**config.mk**
```make
export PLATFORM = sky130hd
export DESIGN_NAME = uart_cmd_ctrl_flat
export DESIGN_NICKNAME = d
export VERILOG_FILES = /design/src/rtl/uart_cmd_pkg.sv /design/src/rtl/uart_cmd_ctrl_if.sv /design/src/rtl/uart_cmd_timer.sv /design/src/rtl/uart_cmd_ctrl.sv /design/src/flat_wrapper.sv
export SDC_FILE = /design/constraint.sdc
export NUM_CORES = 1
export LEC_CHECK = 0
export ABC_AREA = 1
export CAP_MARGIN = 15
export CORE_MARGIN = 3
export CORE_UTILIZATION = 48
export CTS_CLUSTER_SIZE = 12
export DETAILED_ROUTE_END_ITERATION = 8
export GPL_TIMING_DRIVEN = 0
export PLACE_DENSITY = 0.94
export SYNTH_ARGS = -nofsm -noshare
export SYNTH_HDL_FRONTEND = slang
export SYNTH_SLANG_ARGS = --single-unit
```
**constraint.sdc**
```tcl
create_clock -name clk -period 3.37 [get_ports clk]
set_input_delay 0.674 -clock clk [delete_from_list [all_inputs] [get_ports clk]]
set_output_delay 0.674 -clock clk [all_outputs]
set_load 0.05 [all_outputs]
```
**src/rtl/uart_cmd_pkg.sv**
```systemverilog
// uart_cmd_pkg: shared constants and state type for the UART command sequencer.
package uart_cmd_pkg;

   localparam logic [7:0] OP_WRITE = 8'h57;   // 'W'
   localparam logic [7:0] OP_READ  = 8'h52;   // 'R'
   localparam logic [7:0] RSP_OK   = 8'h4B;   // 'K'
   localparam logic [7:0] RSP_BAD  = 8'h3F;   // '?'

   localparam int unsigned TICK_W = 11;

   typedef enum logic [2:0] {
      ST_IDLE,
      ST_ADDR,
      ST_DATA,
      ST_BUS,
      ST_RESP
   } state_t;

endpackage

```
**src/rtl/uart_cmd_ctrl_if.sv**
```systemverilog
// uart_cmd_ctrl_if: register bus plus response-byte handshake toward the transmitter.
interface uart_cmd_ctrl_if;

   logic [7:0] reg_addr;
   logic [7:0] reg_wdata;
   logic       reg_we;
   logic       reg_re;
   logic [7:0] reg_rdata;
   logic       reg_ack;
   logic [7:0] tx_data;
   logic       tx_valid;
   logic       tx_ready;

   modport master (
      output reg_addr, reg_wdata, reg_we, reg_re, tx_data, tx_valid,
      input  reg_rdata, reg_ack, tx_ready
   );

   modport slave (
      input  reg_addr, reg_wdata, reg_we, reg_re, tx_data, tx_valid,
      output reg_rdata, reg_ack, tx_ready
   );

endinterface

```
**src/rtl/uart_cmd_timer.sv**
```systemverilog
// uart_cmd_timer: inter-byte tick counter; expire_o flags the sample that ends the wait.
// Only compiled when UART_CMD_TIMEOUT_EN is defined.
`ifdef UART_CMD_TIMEOUT_EN
module uart_cmd_timer
   import uart_cmd_pkg::*;
#(
   parameter int unsigned TIMEOUT_TICKS = 1600
) (
   input  logic clk,
   input  logic reset_,
   input  logic clr_i,
   input  logic inc_i,
   output logic expire_o
);

   localparam logic [TICK_W-1:0] LAST = TICK_W'(TIMEOUT_TICKS - 1);

   logic [TICK_W-1:0] cnt_q;

   // Count sample strobes; clear has priority over increment.
   always_ff @(posedge clk or negedge reset_) begin
      if (!reset_)
         cnt_q <= '0;
      else if (clr_i)
         cnt_q <= '0;
      else if (inc_i)
         cnt_q <= cnt_q + 1'b1;
   end

   assign expire_o = inc_i && (cnt_q == LAST);

endmodule
`endif

```
**src/rtl/uart_cmd_ctrl.sv**
```systemverilog
// uart_cmd_ctrl: parses 'W' addr data / 'R' addr frames into register accesses
// and returns one response byte per frame.
// Optional inter-byte timeout enabled by defining UART_CMD_TIMEOUT_EN.
module uart_cmd_ctrl
   import uart_cmd_pkg::*;
#(
   parameter int unsigned TIMEOUT_TICKS = 1600
) (
   input  logic           clk,
   input  logic           reset_,
   input  logic           sample,
   input  logic           rx_enable,
   input  logic [7:0]     rxdata,
   uart_cmd_ctrl_if.master bus,
   output logic           busy,
   output logic           overrun,
   output logic           timeout
);

   state_t     state_q;
   logic       op_write_q;
   logic [7:0] addr_q;
   logic [7:0] wdata_q;
   logic [7:0] tx_data_q;
   logic       we_q;
   logic       re_q;
   logic       tx_valid_q;
   logic       busy_q;
   logic       overrun_q;
   logic       timeout_q;
   logic       expire;
   logic       in_wait;

   assign in_wait = (state_q == ST_ADDR) || (state_q == ST_DATA);

`ifdef UART_CMD_TIMEOUT_EN
   logic tmr_clr;
   logic tmr_inc;

   // Every accepted byte restarts the wait; outside ADDR/DATA the counter idles at zero.
   assign tmr_clr = rx_enable || !in_wait;
   assign tmr_inc = sample && in_wait;

   uart_cmd_timer #(
      .TIMEOUT_TICKS(TIMEOUT_TICKS)
   ) u_timer (
      .clk      (clk),
      .reset_   (reset_),
      .clr_i    (tmr_clr),
      .inc_i    (tmr_inc),
      .expire_o (expire)
   );
`else
   logic              unused_sample;
   logic [TICK_W-1:0] unused_ticks;
   logic              unused_in_wait;

   assign expire         = 1'b0;
   assign unused_sample  = sample;
   assign unused_ticks   = TICK_W'(TIMEOUT_TICKS);
   assign unused_in_wait = in_wait;
`endif

   // Frame sequencer; all outputs registered alongside the state.
   always_ff @(posedge clk or negedge reset_) begin
      if (!reset_) begin
         state_q    <= ST_IDLE;
         op_write_q <= 1'b0;
         addr_q     <= '0;
         wdata_q    <= '0;
         tx_data_q  <= '0;
         we_q       <= 1'b0;
         re_q       <= 1'b0;
         tx_valid_q <= 1'b0;
         busy_q     <= 1'b0;
         overrun_q  <= 1'b0;
         timeout_q  <= 1'b0;
      end else begin
         timeout_q <= 1'b0;
         unique case (state_q)
            ST_IDLE: begin
               if (rx_enable) begin
                  busy_q <= 1'b1;
                  if (rxdata == OP_WRITE || rxdata == OP_READ) begin
                     op_write_q <= (rxdata == OP_WRITE);
                     state_q    <= ST_ADDR;
                  end else begin
                     tx_data_q  <= RSP_BAD;
                     tx_valid_q <= 1'b1;
                     state_q    <= ST_RESP;
                  end
               end
            end
            ST_ADDR: begin
               if (rx_enable) begin
                  addr_q <= rxdata;
                  if (op_write_q) begin
                     state_q <= ST_DATA;
                  end else begin
                     re_q    <= 1'b1;
                     state_q <= ST_BUS;
                  end
               end else if (expire) begin
                  busy_q    <= 1'b0;
                  timeout_q <= 1'b1;
                  state_q   <= ST_IDLE;
               end
            end
            ST_DATA: begin
               if (rx_enable) begin
                  wdata_q <= rxdata;
                  we_q    <= 1'b1;
                  state_q <= ST_BUS;
               end else if (expire) begin
                  busy_q    <= 1'b0;
                  timeout_q <= 1'b1;
                  state_q   <= ST_IDLE;
               end
            end
            ST_BUS: begin
               if (rx_enable)
                  overrun_q <= 1'b1;
               if (bus.reg_ack) begin
                  we_q       <= 1'b0;
                  re_q       <= 1'b0;
                  tx_data_q  <= op_write_q ? RSP_OK : bus.reg_rdata;
                  tx_valid_q <= 1'b1;
                  state_q    <= ST_RESP;
               end
            end
            ST_RESP: begin
               if (rx_enable)
                  overrun_q <= 1'b1;
               if (bus.tx_ready) begin
                  tx_valid_q <= 1'b0;
                  busy_q     <= 1'b0;
                  state_q    <= ST_IDLE;
               end
            end
            default: begin
               state_q <= ST_IDLE;
            end
         endcase
      end
   end

   assign bus.reg_addr  = addr_q;
   assign bus.reg_wdata = wdata_q;
   assign bus.reg_we    = we_q;
   assign bus.reg_re    = re_q;
   assign bus.tx_data   = tx_data_q;
   assign bus.tx_valid  = tx_valid_q;
   assign busy          = busy_q;
   assign overrun       = overrun_q;
   assign timeout       = timeout_q;

endmodule

```
**src/flat_wrapper.sv**
```systemverilog
// flat-port wrapper written by rule: the top's interface ports become plain ports
module uart_cmd_ctrl_flat import uart_cmd_pkg::*;
#(
   parameter int unsigned TIMEOUT_TICKS = 1600
)
  (clk, reset_, sample, rx_enable, rxdata, busy, overrun, timeout, bus_reg_addr, bus_reg_wdata, bus_reg_we, bus_reg_re, bus_tx_data, bus_tx_valid, bus_reg_rdata, bus_reg_ack, bus_tx_ready);
  uart_cmd_ctrl_if bus_i ();
  input  logic clk;
  input  logic reset_;
  input  logic sample;
  input  logic rx_enable;
  input  logic [7:0] rxdata;
  output logic busy;
  output logic overrun;
  output logic timeout;
  output wire logic [$bits(bus_i.reg_addr)-1:0] bus_reg_addr;
  output wire logic [$bits(bus_i.reg_wdata)-1:0] bus_reg_wdata;
  output wire logic [$bits(bus_i.reg_we)-1:0] bus_reg_we;
  output wire logic [$bits(bus_i.reg_re)-1:0] bus_reg_re;
  output wire logic [$bits(bus_i.tx_data)-1:0] bus_tx_data;
  output wire logic [$bits(bus_i.tx_valid)-1:0] bus_tx_valid;
  input wire logic [$bits(bus_i.reg_rdata)-1:0] bus_reg_rdata;
  input wire logic [$bits(bus_i.reg_ack)-1:0] bus_reg_ack;
  input wire logic [$bits(bus_i.tx_ready)-1:0] bus_tx_ready;
  assign bus_reg_addr = bus_i.reg_addr;
  assign bus_reg_wdata = bus_i.reg_wdata;
  assign bus_reg_we = bus_i.reg_we;
  assign bus_reg_re = bus_i.reg_re;
  assign bus_tx_data = bus_i.tx_data;
  assign bus_tx_valid = bus_i.tx_valid;
  assign bus_i.reg_rdata = bus_reg_rdata;
  assign bus_i.reg_ack = bus_reg_ack;
  assign bus_i.tx_ready = bus_tx_ready;
  uart_cmd_ctrl #(.TIMEOUT_TICKS(TIMEOUT_TICKS)) u_core (.clk(clk), .reset_(reset_), .sample(sample), .rx_enable(rx_enable), .rxdata(rxdata), .bus(bus_i), .busy(busy), .overrun(overrun), .timeout(timeout));
endmodule
```
# After elaboration in Yosys (flattened, before gate mapping)
# Cells that the tools add are included.
# totals
ff_bits	33
output_inout_bits	30
# classes
eq_ne	13
mux	25
reduce_logical	18
# op_table
op	count
$mux 8	4
$mux 3	6
$eq 8x7->1 const B	2
$pmux 8 s2	1
$pmux 3 s5	1
$ne 2x2->1 const B	7
$reduce_and 5->1	2
$mux 1	9
$reduce_and 3->1	3
$reduce_and 4->1	2
$reduce_bool 2->1	4
$eq 3x2->1 const B	2
$pmux 1 s2	3
$reduce_and 2->1	3
$eq 3x1->1 const B	1
$eq 3x3->1 const B	1
$logic_not 3->1	1
$pmux 1 s3	1
$reduce_bool 3->1	1
$reduce_or 2->1	1
$logic_or 1x1->1	1

# Logic depth before layout (Yosys ltp)
# logic_depth
word_depth	5
depth_mapped	9
depth_no_buf	9

# Least setup slack after synthesis
# No wires, ideal clock.
# synth_timing
path_kind	input -> register
start	input port rxdata[5]
end	register u_core.tx_data_q[7], in the netlist u_core.bus.tx_data[7]
arrival_ns	1.448
required_time_ns	3.251
path_slack_ns	1.803
cell_stages	5
path_buffers	1
path_cell_list	nor3_1 nand3b_4 buf_6 nand3_1 nand2_1
# synth_between
elab_chain_len	4
word_cells_on_any_way	5
# synth_lines
item	line	source
start, declared	flat_wrapper.sv:12	input logic [7:0] rxdata;
$eq 8x7->1	uart_cmd_ctrl.sv:84	if (rxdata == OP_WRITE || rxdata == OP_READ) begin
$logic_or 1x1->1 *	uart_cmd_ctrl.sv:84	
$ne 2x2->1 (no line) *	--	
$reduce_and 4->1 (no line) *	--	
end signal, assigned	uart_cmd_ctrl.sv:126	tx_data_q <= op_write_q ? RSP_OK : bus.reg_rdata;
end, declared	uart_cmd_ctrl.sv:24	logic [7:0] tx_data_q;
# Mark *: on every way between the ends. The rest lies on a longest branch, timed or not.
# A chain may end at the register's enable or synchronous reset.

# Final worst setup path
# layout_timing
start	register u_core.addr_q[0], in the netlist u_core.bus.reg_addr[0]
end	output port bus_reg_addr[0]
# layout_rtl
item	line	source
start, declared	uart_cmd_ctrl.sv:22	logic [7:0] addr_q;
start signal, assigned	uart_cmd_ctrl.sv:96	addr_q <= rxdata;
end, declared	flat_wrapper.sv:16	output wire logic [$bits(bus_i.reg_addr)-1:0] bus_reg_addr;
# No word-level cell between the ends.

==> flow_summary.yaml <==
status:
  outcome: "finished clean"
critical_path:
  crit_family: "buffers and inverters"
  setup_slack_of_the_most_critical_reg_to_reg_path_ps: 1770
  critical_path.n_buffers_inverters: 1
  worst-r2r-cell-count: 8
  rr_startpoint: "u_core.state_q[0]"
  cp-start-kind: "flip-flop"
  cp-end-kind: "primary output"
  critical-path-max-stage-delay_ps: 830
  critical_path_peak_fanout: 2
  critPathArrivalTime_ps: 1530
  critical_path_depth: 1
  timing.critical_path.required_ps: 2700
  timing.critical_path.slowest_stage_cell: "clkdlybuf4s50_1"
  reg2reg_to: "u_core.bus.tx_data[1]"
  crit_path_launch: "u_core.bus.reg_addr[0]"
  criticalPathCategory: "flip-flop to primary output"
  cp_cell_sequence: "clkdlybuf4s50_1"
  timing.critical_path.to: "bus_reg_addr[0]"
grt:
  grtUsageTotal: 0.2050
  wire_length_of_the_first_global_routing_pass_mm: 6.403
  grt_overflow: 0
  grt_antenna_before_repair: 0
  first_global_vias: 1413
  largest_net_degree_at_the_start_of_global_routing: 34
drt:
  met2WireLength_mm: 1.983
  drt_pre_antenna_iters: 4
  antenna_left: 0
  average_wire_per_standard_cell_um: 13.12
  number_of_vias_in_the_routed_layout: 1401
  met3RoutedLength_um: 185
  drc_violations: 0
  drt_first_iter_violations: 71
  wl_met1_mm: 1.542
  maxUsedRoutingLayer: "met4"
  drt-total-wl_mm: 3.739
  vias_per_cell: 4.916
sta:
  setup_tns_ps: 0
  report.final.setup_viol: 0
  finalHoldViolCount: 0
  whs_ps: 370.3
  tightest_slew_ps: 712.1
  final_min_period_over_clock_period: 0.6549
  setup_repair_after_global_routing_missed_its_margin: "no"
  finalWorstPathRequiredPeriod_ps: 2207
  final.setup.worst_slack_ps: 1163
  worst_clock_skew_ps: 9.212
  report.final.slew_viol_count: 0
  max_freq_mhz: 453.1
  slew_headroom: 0.5253
die:
  floorplan.core_area_mm2: 0.003078
  die-width_um: 62.92
  initial_utilization: 0.5053
  ios: 52
  die_h_um: 62.92
  die_area_mm2: 0.003959
  std_cell_rows: 20
run:
  drv.max_cap_violation_count: 0
synthesis:
  mapped_cells: 184
  ys_seq_elements: 33
  postSynthNetCount: 206
  synthesis.area_mm2: 0.001555
  synth.yosys.seq_area_share: 0.5310
  synth.lib_cells_used.distinct: 24
  synth_warnings: 0
  synth.avg_cell_area_um2: 8.452
cells_and_area:
  fin_util: 0.7037
  area_growth_syn_to_layout_pct: 39.26
  nFillCells: 245
  post_route_cells_drive_above_1_share: 0.1286
  fin_nets: 262
  n_antenna_cell: 0
  layout.cell_area.non_filler_mm2: 0.002166
clocking:
  cts.reportedPaths.clkPinSlew_ps: 110
  clockRootBuffer: "clkbuf_4"
  tritoncts: "yes"
  cts_setup_buffers: 0
  cts-htree-levels: 2
  cts.sink_count: 33
  clk_path_buf_depth: 2
  insertion_delay_ps: 340
  cts_buffers: 5
  cts_hold_buffers: 0
  cts.repair.resized: 0
power_and_ir_drop:
  power_switching_share: 0.4644
  cellInternalPower_w: 0.0009078
  combPwrFrac: 0.508
  clock_power_share: 0.151
  pwr-share-seq: 0.340
  switchingPower_w: 0.0007871
  ir_worst_vdd_mv: 0.3883
  cellLeakagePower_nw: 1.069
  cellPowerDensity_mw_per_mm2: 782.6
place:
  dp_slack_ps: 1122
  place.detailed.hpwl_mm: 2.842
  global_placement_routability_congestion: 0.7684
  numPortBuffers: 49
  place_area_mm2: 0.002096
min_path:
  worst_hold_path_type: "input pin to async pin"
-- cell type report --
class	count	area, um2	area share
flip-flops and latches	33	825.8	0.3813
multi-input cells	129	626.9	0.2894
repair buffers	49	485.5	0.2241
inverters	18	67.56	0.03120
clock buffers	7	65.06	0.03004
well taps	44	55.05	0.02542
plain buffers	4	35.03	0.01618
clock inverters	1	5.005	0.002311
-- per-stage QoR --
stage / std cells / total power, W
detailed placement: 277 / 0.001447
global placement: 277 / 0.001426
finish: 285 / 0.001695
floorplan: 184 / 0.001158
global route: 285 / 0.001782
CTS: 285 / 0.001701
-- cell usage after synthesis --
library cell | instances | area [um2]
nand2_1 | 63 | 236.5
nor2_1 | 9 | 33.78
inv_2 | 3 | 11.26
nand2_4 | 1 | 11.26
nor2_2 | 1 | 6.260
nor3_4 | 1 | 16.27
nor3_1 | 1 | 5.000
o21ai_0 | 22 | 110.1
nand2_2 | 4 | 25.02
conb_1 | 1 | 3.750
nor2_4 | 1 | 11.26
o21bai_1 | 1 | 7.510
buf_2 | 1 | 5.000
buf_4 | 1 | 7.510
nand3_1 | 13 | 65.06
nor2_8 | 1 | 20.02
inv_1 | 15 | 56.30
buf_6 | 2 | 22.52
or2_2 | 5 | 31.28
o211ai_1 | 1 | 7.510
dfrtp_1 | 33 | 825.8
nand4_1 | 1 | 6.260
nand3b_4 | 1 | 20.02
a21oi_1 | 2 | 10.01
-- per-layer routing --
layer / track usage / up-vias
met3: 0.05036 / 4
li1: - / 695
met1: 0.2430 / 661
met5: 0 / -
met2: 0.3610 / 41
met4: 0.06612 / 0
-- worst min-delay path by stage --
stage / endpoint / slack, ps / depth (start not counted)
2_1_floorplan: u_core.bus.reg_addr[0] / 380 / 0
5_1_grt: u_core.bus.tx_data[2] / 420 / 1
3_3_place_gp: u_core.overrun / 450 / 1
3_5_place_dp: u_core.bus.tx_valid / 460 / 2
6_report: u_core.bus.tx_data[2] / 370 / 1
4_1_cts: u_core.bus.tx_data[5] / 390 / 1
-- cells by family after synthesis --
| family | count (synthesis) | synth area share |
|---|---|---|
| flops | 33 | 0.5310 |
| other cells | 1 | 0.002411 |
| simple gates | 102 | 0.3138 |
| buf+inv | 22 | 0.06596 |
| compound gates | 26 | 0.08689 |
-- sequential cells by signal (all words and copies together) (netlist names), 3 cells and up --
name and count:
u_core.state_q 3, u_core.bus.tx_data 8, u_core.bus.reg_addr 8, u_core.bus.reg_wdata 8
-- cell usage in the layout, fill, tap and decap left out, types with 2 or more instances in the layout --
cell type	Yosys	routed
nand2_1	63	63
clkdlybuf4s50_1	0	48
dfrtp_1	33	33
o21ai_0	22	22
inv_1	15	15
nand3_1	13	13
nor2_1	9	9
or2_2	5	5
clkbuf_4	0	5
nand2_2	4	4
inv_2	3	3
buf_6	2	2
buf_2	1	2
a21oi_1	2	2
clkbuf_8	0	2
-- power groups by stage --
stage                     clock network, W  registers [W]  logic [W]
after floorplan                          0       0.000906   0.000252
after global placement                   0       0.000578   0.000848
after detailed placement                 0       0.000583   0.000864
after CTS                         0.000259       0.000576   0.000866
after global routing              0.000274       0.000593   0.000916
final                             0.000256       0.000577   0.000862
(Power assumes the default switching activity.)
==> RTL change 1, RTL diff (config.mk and constraints unchanged) <==
Encoding of `state_t`: now one-hot (5 bits for 5 states).
--- a/src/rtl/uart_cmd_pkg.sv
+++ b/src/rtl/uart_cmd_pkg.sv
@@ -8,12 +8,12 @@
 
    localparam int unsigned TICK_W = 11;
 
-   typedef enum logic [2:0] {
-      ST_IDLE,
-      ST_ADDR,
-      ST_DATA,
-      ST_BUS,
-      ST_RESP
+   typedef enum logic [4:0] {
+      ST_IDLE = 5'b00001,
+      ST_ADDR = 5'b00010,
+      ST_DATA = 5'b00100,
+      ST_BUS  = 5'b01000,
+      ST_RESP = 5'b10000
    } state_t;
 
 endpackage
Formal check against the unedited RTL: same outputs for any inputs over 10 cycles, from zero or initial values and one cycle with reset_ low; not proved beyond that.
==> RTL change 1 against the original RTL <==
  * Total power shrank 4.2%
  * Critical path depth is the same
  * Setup slack improved by 50 ps
  * Largest cell class unchanged
  * Sequential power is 6.6% lower
  * Clock power is 56% higher
  * Sequential share of layout area fell by 2.2 points
  * Via count is 9.8% higher
  * Global-route usage grew 0.38 points
  * Wire length grew 11%
  * Area after synthesis up 14%
  * Combinational power decreased by 20%
  * Design area up 13%
  * Sequential cell count increased by 2
==> RTL change 1: results (changes against the original RTL) <==
metric	value	unit	change
fin nets	280		+6.9%
status	complete, no violations		
Crit. Startpoint	u_core.bus.reg_wdata[5]		
per-cell routed wire length	13.6	um	+3.7%
Total GRT Usage	20.9	%	+0.38 points
metal2 WL	2070	um	+4.3%
Final WS setup	1210	ps	+50.3 ps
met2 GRT Util	34.5	%	-1.6 points
fin cells	305		+7.0%
initial DRC count	66		-7.0%
CTS root buf	clkbuf_8		
max cap viols	0		unchanged
number of global-route vias before repair	1543		+9.2%
met1 Use GR	24.0	%	-0.28 points
Cells after DPL	297		+7.2%
syn_area_per_cell	8.78	um^2	+3.9%
Seq/Total Area, Yosys	49.4	%	-3.7 points
clock latency on the worst-skew pair	290	ps	-50 ps
Worst R2R Setup Slack	1870	ps	+100 ps
R2R Path End	u_core.bus.tx_data[2]		
fill count	254		+3.7%
Arr. time, crit path	1480	ps	-50 ps
global-route wire length before repair	6930	um	+8.2%
post-DP HPWL	3080	um	+8.5%
VDD IR-drop max	397	uV	+2.1%
met3 usage	8.60	%	+3.6 points
Avg Vias per Cell	5.04		+2.6%
met1 WL	1660	um	+7.8%
Final Wtd Congestion	0.834		+8.5%
layout cells sized above 1	20.5	%	+7.6 points
largest net degree at the start of global routing	36		+5.9%
skew final	5.19	ps	-4.02 ps
synth top area cells	dfrtp_1 48%, nand2_1 13%, o21ai_2 3.9%		
top cells by instance count after synthesis	63 x nand2_1, 34 x dfrtp_1, 17 x inv_1		
Met3 Wirelength	313	um	+69%
Syn Nets	224		+8.7%
Distinct cells, synth	28		+17%
==> RTL change 1: changes by cell type after synthesis, moves of 3 or more <==
cell     before  now
or2_2         5    0
nand3_1      13    9
nand4_1       1    6
nand3_2       0    4
nor2_4        1    4
inv_2         3    9
o21ai_1       0   10
o21ai_0      22    3
o21ai_2       0    8
==> RTL change 1: final cells by class <==
class / instances / share of cell area, %
Buffer: 3 / 0.975
Clock inverter: 2 / 1.59
Multi-Input combinational cell: 137 / 31.7
Tap cell: 46 / 2.36
Clock buffer: 6 / 3.39
Inverter: 27 / 4.16
Timing Repair Buffer: 49 / 19.9
Sequential cell: 35 / 36.0
==> RTL change 1: through the flow <==
| stage | cell area [um^2] | hold slack [ps] |
|---|---|---|
| after detailed placement | 2320 | 464 |
| after global routing | 2440 | 499 |
| after global placement | 2320 | 455 |
| after floorplan | 1770 | 378 |
| after CTS | 2440 | 460 |
| final | 2440 | 438 |
==> RTL change 1: cells by family after synthesis <==
| kind of cell | share of synthesized area [%] |
|---|---|
| compound gates | 8.32 |
| xor+xnor | 0.494 |
| buf+inv | 7.05 |
| flops | 49.4 |
| other cells | 0.211 |
| simple gates | 34.5 |
==> RTL change 1: worst reg2reg max path: stages (launching register included) <==
cell and delay (ps):
dfstp_2 600, inv_2 60, nor2_4 110, nand3_2 120, nand2_2 170, nand2_4 80, nor2_8 120, nand2_1 100
nand2_1 70
==> RTL change 1: power breakdown <==
| group | internal [W] | switching (W) | leakage (nW) | total (W) |
|---|---|---|---|---|
| logic | 0.000229 | 0.000458 | 0.677 | 0.000687 |
| registers | 0.000492 | 0.0000469 | 0.451 | 0.000539 |
| clock network | 0.000243 | 0.000156 | 0.0618 | 0.000399 |
| total | 0.000964 | 0.000661 | 1.19 | 0.00162 |
==> RTL change 2, RTL diff (config.mk and constraints unchanged) <==
Without the edit above. The option `UART_CMD_TIMEOUT_EN` is turned on by a define.
--- a/src/rtl/uart_cmd_timer.sv
+++ b/src/rtl/uart_cmd_timer.sv
@@ -1,5 +1,7 @@
 // uart_cmd_timer: inter-byte tick counter; expire_o flags the sample that ends the wait.
 // Only compiled when UART_CMD_TIMEOUT_EN is defined.
+`define UART_CMD_TIMEOUT_EN
+
 `ifdef UART_CMD_TIMEOUT_EN
 module uart_cmd_timer
    import uart_cmd_pkg::*;
Check against the original RTL: no difference found for any inputs over 10 cycles, from zero or initial values and one cycle with reset_ low; that may be too few to reach the edited logic, so the function may still have changed.
==> RTL change 2 against the original RTL <==
  * Sequential cell count increased by 12
  * Global-route usage down 0.15 points
  * Setup slack improved by 31 ps
  * Synthesized cell count rose by 42%
  * Wire length increased by 35%
  * Critical path depth unchanged
  * First-iteration DRC count is 27% higher
  * Total power grew 57%
  * Area after synthesis grew 42%
  * Clock skew hardly changed
  * Design area up 33%
  * Via count is 38% higher
  * Combinational power grew 73%
  * Count of clock-buffer cells in the layout shrank 2
==> RTL change 2: results (changes against the original RTL) <==
metric	value	unit	change
Slew HR	65.3	%	+13 points
leakage	1.35	nW	+26%
Critical path destination	bus_tx_data[1]		
fin nets	343		+31%
clk slew on worst S/H paths	90	ps	-20 ps
vias	1933		+38%
Worst path max stage delay	830	ps	about the same
# port buffers	50		+2.0%
Cells after DPL	365		+32%
Syn Nets	285		+38%
VDD IR-drop max	802	uV	+110%
Crit. Startpoint	u_core.bus.tx_data[1]		
R2R Path Start	u_core.u_timer.cnt_q[0]		
Final Wtd Congestion	0.879		+14%
clock latency on the worst-skew pair	300	ps	-40 ps
final wirelength	5060	um	+35%
CTS root buf	clkbuf_8		
H-Tree Depth	2		unchanged
initial DRC count	90		+27%
Distinct cells, synth	25		+4.2%
syn_area_per_cell	8.44	um^2	-0.17%
synth top area cells	dfrtp_1 51%, nand2_1 10%, inv_1 5.6%		
top cells by instance count after synthesis	61 x nand2_1, 45 x dfrtp_1, 33 x inv_1		
layout cells sized above 1	12.1	%	-0.71 points
Arr. time, crit path	1500	ps	-30 ps
final hold violation count	0		unchanged
DR pass1 iterations	4		unchanged
Seq/Total Area, Yosys	50.9	%	-2.2 points
largest net degree at the start of global routing	33		-2.9%
Total GRT Usage	20.4	%	-0.15 points
global-route wire length before repair	8560	um	+34%
R2R depth	9		+1
status	complete, no violations		
R2R Path End	u_core.u_timer.cnt_q[10]		
post-DP HPWL	3890	um	+37%
Reg with most FFs	u_core.u_timer.cnt_q		
skew final	8.79	ps	-0.423 ps
Worst R2R Setup Slack	1740	ps	-30 ps
Avg Vias per Cell	5.18		+5.4%
==> RTL change 2: report_power, final <==
part / total, W / switching [W] / internal (W)
Sequential: 0.000829 / 0.000116 / 0.000713
Combinational: 0.00149 / 0.00100 / 0.000488
Clock: 0.000349 / 0.000198 / 0.000151
Total: 0.00267 / 0.00132 / 0.00135
==> RTL change 2: metal layers <==
layer	vias up	routed length [um]	global-route usage, %	share of wire, %
li1	953	-	-	-
met5	-	0	0	0
met1	908	2070	25.0	41
met2	63	2590	33.9	51
met4	0	111	8.85	2.2
met3	9	295	4.92	5.8
==> RTL change 2: layout make-up <==
class	instances	area, um^2
inverter	36	135
buffer	4	37.5
clock buffer	5	68.8
timing repair buffer	51	515
tap	52	65.1
sequential	45	1130
clock inverter	3	26.3
multi-input combinational	177	912
fill	354	1530
==> RTL change 2: cell families after synthesis <==
logic type	synth area share, %
adders and majority gates	0.566
xor gates and xnor gates	0.792
and+or+nand+nor	26.4
buffers and inverters	7.81
DFF	50.9
AOI/OAI and AO/OA	13.5
==> RTL change 2: stage by stage <==
step,hold slack [ps],power [W],cell area (um^2),setup WS (ps)
after global routing,283,0.00282,2890,1130
final,268,0.00267,2890,1190
after floorplan,378,0.00185,2210,1710
after global placement,460,0.00228,2780,393
after detailed placement,463,0.00233,2790,1050
after CTS,274,0.00268,2890,1180
==> RTL change 2: worst min path at each step <==
stage               slack, ps      startpoint                      end
floorplan                 380          reset_   u_core.bus.reg_addr[0]
global placement          460     u_core.busy              u_core.busy
detailed placement        460  u_core.overrun           u_core.overrun
CTS                       270          reset_  u_core.u_timer.cnt_q[8]
global route              280          reset_    u_core.bus.tx_data[3]
finish                    270          reset_    u_core.bus.tx_data[3]
